**src/rtl/cpu_pkg.sv**
```systemverilog
// Shared constants and types for the fetch stage.
package cpu_pkg;

  localparam int unsigned INSTR_W = 16;
  localparam int unsigned ADDR_W  = 16;

  localparam logic [ADDR_W-1:0] RESET_PC = 16'h0000;

  // Instructions are one halfword.
  localparam int unsigned PC_INC = 2;

  typedef enum logic [1:0] {
    StIdle = 2'd0,
    StReq  = 2'd1,
    StDrop = 2'd2
  } fetch_state_e;

endpackage

```
**src/rtl/fetch_fifo.sv**
```systemverilog
// Synchronous prefetch queue holding {pc, instr} entries; flush empties it in one cycle.
module fetch_fifo #(
  parameter int unsigned DEPTH = 2,
  parameter int unsigned WIDTH = 32,
  localparam int unsigned PTR_W = $clog2(DEPTH),
  localparam int unsigned CNT_W = PTR_W + 1
) (
  input  logic             clock,
  input  logic             reset_n,
  input  logic             push,
  input  logic             pop,
  input  logic             flush,
  input  logic [WIDTH-1:0] wdata,
  output logic [CNT_W-1:0] count,
  output logic [WIDTH-1:0] head
);

  logic [WIDTH-1:0] mem_q [DEPTH];
  logic [PTR_W-1:0] rptr_q;
  logic [PTR_W-1:0] wptr_q;
  logic [CNT_W-1:0] count_q;

  // Pointers and occupancy; flush takes priority over push and pop.
  always_ff @(posedge clock or negedge reset_n) begin
    if (!reset_n) begin
      rptr_q  <= '0;
      wptr_q  <= '0;
      count_q <= '0;
    end else if (flush) begin
      rptr_q  <= '0;
      wptr_q  <= '0;
      count_q <= '0;
    end else begin
      if (push) wptr_q <= wptr_q + PTR_W'(1);
      if (pop)  rptr_q <= rptr_q + PTR_W'(1);
      count_q <= count_q + CNT_W'(push) - CNT_W'(pop);
    end
  end

  // Storage needs no reset: the head is only meaningful while count is non-zero.
  always_ff @(posedge clock) begin
    if (push && !flush) mem_q[wptr_q] <= wdata;
  end

  assign count = count_q;
  assign head  = mem_q[rptr_q];

  push_not_full: assert property (@(posedge clock) disable iff (!reset_n)
    !(push && !flush && count_q == CNT_W'(DEPTH)));

  pop_not_empty: assert property (@(posedge clock) disable iff (!reset_n)
    !(pop && !flush && count_q == '0));

endmodule

```
**src/rtl/instr_fetch_unit.sv**
```systemverilog
// Fetch stage: owns the fetch PC, talks req/ack to instruction memory, buffers words for decode
// and squashes wrong-path fetches on a branch redirect.
module instr_fetch_unit #(
  parameter int unsigned               DEPTH    = 2,
  parameter int unsigned               ADDR_W   = cpu_pkg::ADDR_W,
  parameter logic        [ADDR_W-1:0]  RESET_PC = ADDR_W'(cpu_pkg::RESET_PC)
) (
  input  logic                        clock,
  input  logic                        reset_n,
  output logic                        imem_req,
  output logic [ADDR_W-1:0]           imem_addr,
  input  logic                        imem_ack,
  input  logic [cpu_pkg::INSTR_W-1:0] imem_rdata,
  output logic                        ir_valid,
  input  logic                        ir_ready,
  output logic [cpu_pkg::INSTR_W-1:0] ir,
  output logic [ADDR_W-1:0]           ir_pc,
  output logic [ADDR_W-1:0]           pc_plus2,
  input  logic                        redirect_valid,
  input  logic [ADDR_W-1:0]           redirect_target
);

  import cpu_pkg::*;

  localparam int unsigned CNT_W   = $clog2(DEPTH) + 1;
  localparam int unsigned ENTRY_W = ADDR_W + INSTR_W;

  fetch_state_e         state_q, state_d;
  logic [ADDR_W-1:0]    fetch_pc_q, fetch_pc_d;
  logic [ADDR_W-1:0]    drop_addr_q, drop_addr_d;
  logic [ADDR_W-1:0]    target;
  logic [CNT_W-1:0]     count;
  logic [CNT_W-1:0]     count_next;
  logic [ENTRY_W-1:0]   head;
  logic                 push;
  logic                 pop;
  logic                 space_avail;

  assign target   = {redirect_target[ADDR_W-1:1], 1'b0};
  assign ir_valid = (count != '0);

  // A redirect flushes the queue, so it also suppresses this cycle's push and pop.
  assign push = (state_q == StReq) && imem_ack && !redirect_valid;
  assign pop  = ir_valid && ir_ready && !redirect_valid;

  assign count_next  = redirect_valid ? '0 : count + CNT_W'(push) - CNT_W'(pop);
  assign space_avail = (count_next < CNT_W'(DEPTH));

  fetch_fifo #(
    .DEPTH (DEPTH),
    .WIDTH (ENTRY_W)
  ) u_fifo (
    .clock   (clock),
    .reset_n (reset_n),
    .push    (push),
    .pop     (pop),
    .flush   (redirect_valid),
    .wdata   ({fetch_pc_q, imem_rdata}),
    .count   (count),
    .head    (head)
  );

  // State, fetch PC and the address held while a squashed request drains.
  always_ff @(posedge clock or negedge reset_n) begin
    if (!reset_n) begin
      state_q     <= StIdle;
      fetch_pc_q  <= RESET_PC;
      drop_addr_q <= '0;
    end else begin
      state_q     <= state_d;
      fetch_pc_q  <= fetch_pc_d;
      drop_addr_q <= drop_addr_d;
    end
  end

  // Next-state and memory request generation.
  always_comb begin
    state_d     = state_q;
    fetch_pc_d  = fetch_pc_q;
    drop_addr_d = drop_addr_q;
    imem_req    = 1'b0;
    imem_addr   = fetch_pc_q;
    unique case (state_q)
      StIdle: begin
        // Acks seen here are stray and ignored.
        if (redirect_valid) begin
          fetch_pc_d = target;
          state_d    = StReq;
        end else if (space_avail) begin
          state_d = StReq;
        end
      end
      StReq: begin
        imem_req = 1'b1;
        if (redirect_valid) begin
          fetch_pc_d = target;
          if (imem_ack) begin
            state_d = StReq;
          end else begin
            // Memory still owes us this word: keep its address up until it answers.
            drop_addr_d = fetch_pc_q;
            state_d     = StDrop;
          end
        end else if (imem_ack) begin
          fetch_pc_d = fetch_pc_q + ADDR_W'(PC_INC);
          state_d    = space_avail ? StReq : StIdle;
        end
      end
      StDrop: begin
        imem_req  = 1'b1;
        imem_addr = drop_addr_q;
        if (redirect_valid) fetch_pc_d = target;
        // The discarded request is complete once acked, even if a newer redirect lands now.
        if (imem_ack) state_d = StReq;
      end
      default: begin
        state_d = StIdle;
      end
    endcase
  end

  // Decode-facing outputs come straight from the registered queue head, zeroed when empty.
  always_comb begin
    ir    = '0;
    ir_pc = '0;
    if (ir_valid) begin
      ir    = head[INSTR_W-1:0];
      ir_pc = head[ENTRY_W-1:INSTR_W];
    end
    pc_plus2 = ir_pc + ADDR_W'(PC_INC);
  end

endmodule
```
**config.mk**
```make
export PLATFORM = sky130hd
export DESIGN_NAME = instr_fetch_unit
export DESIGN_NICKNAME = d
export VERILOG_FILES = /design/src/rtl/cpu_pkg.sv /design/src/rtl/fetch_fifo.sv /design/src/rtl/instr_fetch_unit.sv
export SDC_FILE = /design/constraint.sdc
export NUM_CORES = 1
export LEC_CHECK = 0
export CAP_MARGIN = 30
export CORE_MARGIN = 3
export CORE_UTILIZATION = 55
export CTS_CLUSTER_DIAMETER = 40
export DETAILED_ROUTE_END_ITERATION = 6
export PLACE_DENSITY = 0.82
export SLEW_MARGIN = 15
export SYNTH_ARGS = -nofsm -noshare
export SYNTH_HDL_FRONTEND = slang
export SYNTH_SLANG_ARGS = --single-unit
```
**constraint.sdc**
```tcl
create_clock -name clock -period 9.3 [get_ports clock]
set_clock_uncertainty 0.2 [all_clocks]
set_input_delay 2.325 -clock clock [delete_from_list [all_inputs] [get_ports clock]]
set_output_delay 2.325 -clock clock [all_outputs]
set_load 0.01 [all_outputs]
```
==> metrics.txt <==
status finished, final reports clean; FFs w/ async S/R, synth 36.7%; FP Rows 33; Die ar. 9990 sq um; crit path kind flip-flop to primary output; Seq. cell area 2760 sq um; layout cell share with drive strength beyond 1 12.6%; Die Height 100 microns; Slew Viols, Final 0; Hold Path Depth 1; worst hold slack 0.309 ns; DRT Wirelength 10.5 mm; Comb pwr share 43.3%; Vias/cell 5.93; number of global-route vias before repair 3439; syn avg cell area 12.2 sq um; initial antenna violation count 0; die width 100 microns; I/O pin count 103; Core Region 8380 sq um; Worst slew margin 33.9%; CP max FO 30; Reg2Reg Launch Point u_fifo.count[1]; Post-synth EDFFs 62; clock sink count 98; YS warnings 0; fillers 585; max-cap violation count 0; placer congestion estimate 0.811; Fin. Hold Viols 0; CTS Root Cell clkbuf_8; Multi-input gate area 1930 sq um; Reg-to-Reg End state_q[0]; endpoint type of the worst setup path primary output; Ant. Diodes 0; WL/cell 17.5 microns; Netlist cell types 57; WP data required 6.78 ns; Pre-Repair DR Iteration Count 5; Post-synth top flop edfxtp_1; Final nets 534; clock group share of total power 15.5%; Max rail drop VDD 0.190 mV; Leak 2.14 nW; Min-Delay Endpoint drop_addr_q[7]; first-pass GRT wire length 17.0 mm; Syn Inst Count 397; largest net degree at the start of global routing 44; starting density of the core 57.9%; IO buf count 98; Final Critical Period 5.86 ns; clk slew on worst S/H paths 0.11 ns; Hold Path Class flip-flop to flip-flop; H-Tree Depth 3; CTS Hold Buffers Added 0; Switching Share 37.5%; Synth Register Bits 98; RSZ-0062 raised after global routing no; HPWL after DPL 7.33 mm; GRT Total Usage 21.6%; share of power burned in registers 41.2%; CTS max path bufs 2; TritonCTS clock tree built; slew of the pin with the lowest slew margin 0.987 ns; min-delay src drop_addr_q[7]; detailed-route DRC error count 0; Critical Path AT 3.34 ns; P per Cell Area 283 nW/um^2; fmax 171 MHz; Critical Path Start Type flip-flop; Finish-stage setup viols 0; via count 3554; Tcrit/Tclk final 63.1%; worst skew pair latency 0.37 ns; setup TNS 0 ns; CTS resizes 0; Num CTS Buffers 9; worst reg2reg setup slack 6.43 ns; Final ANT Viol Nets 0; Pint 0.00108 W; Area Overhead vs Synth 25.4%; Post-CTS Setup Bufs 0; global route total overflow 0; NetSw 0.000647 W; Reg2Reg Depth 12; Syn Std Cell Area 4860 sq um; sequential fraction of the synthesis area 56.9%; Iter 0 DRT Violations 185
## cells in the final DEF (no fill, tap or decap), types with 3 or more instances in the layout
cell and n:
and3_1 3, clkdlybuf4s50_1 98, nand4_1 11, xor2_1 4, buf_4 5, nand2b_1 5
mux2_2 29, xnor2_1 11, a2bb2oi_1 3, nor2_1 46, a21oi_1 18, nand3b_1 6
clkbuf_8 9, inv_1 8, o22a_1 4, ha_1 8, conb_1 3, a31oi_1 4
dfrtp_1 35, nor3_2 3, inv_6 3, a211oi_1 3, edfxtp_1 62, o21ai_0 9
nand3_1 15, nand2_1 18, mux2i_1 31
## critical path, stage by stage (launching register included)
cell	delay, ns
dfrtp_2	0.66
buf_12	0.26
mux2i_1	0.14
nor2_1	0.20
ha_1	0.25
nor3b_1	0.52
nand4_1	0.20
xnor2_1	0.19
clkdlybuf4s50_1	0.56
## metal layers
metal	global-route usage, %	vias to the layer above	part of all wire [%]
met3	3.82	19	7.0
li1	-	1654	-
met2	33.6	187	47
met4	8.19	0	1.9
met5	0	-	0
met1	30.7	1694	44
## final cells by class
class / count / share of cell area (%)
Sequential cell: 98 / 45.4
Multi-Input combinational cell: 268 / 31.7
Timing Repair Buffer: 104 / 17.1
Tap cell: 105 / 2.16
Clock buffer: 9 / 2.03
Clock inverter: 7 / 1.17
Inverter: 8 / 0.493
## cell usage after synthesis, types with 3 or more instances
cell type / n / area share (%)
mux2i_1: 31 / 6.4
inv_1: 8 / 0.62
a21oi_1: 18 / 1.9
nand3b_1: 6 / 0.93
nand4_1: 11 / 1.4
nand2b_1: 5 / 0.64
mux2_2: 29 / 6.7
a2bb2oi_1: 3 / 0.54
nand2_1: 18 / 1.4
xor2_1: 4 / 0.72
and3_1: 3 / 0.39
ha_1: 8 / 2.1
edfxtp_1: 62 / 38
nor3_1: 4 / 0.41
o21ai_0: 9 / 0.93
a31oi_1: 4 / 0.52
o22a_1: 4 / 0.72
dfrtp_1: 36 / 19
nor2_1: 46 / 3.6
a211oi_1: 3 / 0.46
nand3_1: 15 / 1.5
xnor2_1: 11 / 2.0
buf_2: 14 / 1.4
buf_4: 6 / 0.93
## worst max path at each step
stage	from	to	slack (ns)
global placement	u_fifo.rptr_q	pc_plus2[13]	3.56
CTS	u_fifo.rptr_q	pc_plus2[13]	3.08
floorplan	redirect_valid	u_fifo.mem_q[0][0]	3.97
detailed placement	u_fifo.rptr_q	pc_plus2[13]	3.50
finish	u_fifo.rptr_q	pc_plus2[13]	3.44
global route	u_fifo.rptr_q	pc_plus2[13]	3.14
## state kept, by name, summed over array words and instances, names as in the netlist
| signal | count |
|---|---|
| u_fifo.count | 2 |
| u_fifo.wptr_q | 1 |
| u_fifo.mem_q | 62 |
| fetch_pc_q | 15 |
| drop_addr_q | 15 |
| u_fifo.rptr_q | 1 |
| state_q | 2 |
## power groups by stage
| stage | combinational [W] | clock [W] | sequential (W) |
|---|---|---|---|
| floorplan | 0.000475 | 0 | 0.000663 |
| global placement | 0.000706 | 0 | 0.000717 |
| detailed placement | 0.000727 | 0 | 0.000729 |
| CTS | 0.000734 | 0.000273 | 0.000719 |
| global route | 0.000809 | 0.000292 | 0.000727 |
| finish | 0.000747 | 0.000267 | 0.000711 |
## cell families (layout without fill, tap and decap cells)
family / after synthesis / after routing / share of synthesized area, %
multiplexers: 60 / 60 / 13.1
AND/OR/NAND/NOR: 123 / 123 / 12.8
XOR/XNOR: 16 / 16 / 3.17
flip-flops: 98 / 98 / 56.9
buffers and inverters: 33 / 128 / 3.68
adder cells (fa/ha/maj): 8 / 8 / 2.06
AO/OA/AOI/OAI: 58 / 58 / 8.22
other: 1 / 3 / 0.0772
## through the flow
stage	worst slack [ns]	util, %	instance area (sq um)	instances	power (W)
after detailed placement	3.50	70.1	5880	582	0.00146
after floorplan	3.97	-	4860	399	0.00114
after global routing	3.14	72.7	6090	599	0.00183
final	3.44	72.7	6090	599	0.00172
after CTS	3.08	72.4	6070	598	0.00173
after global placement	3.56	70.1	5880	582	0.00142
Note: power is estimated with default switching activity, not from simulation.
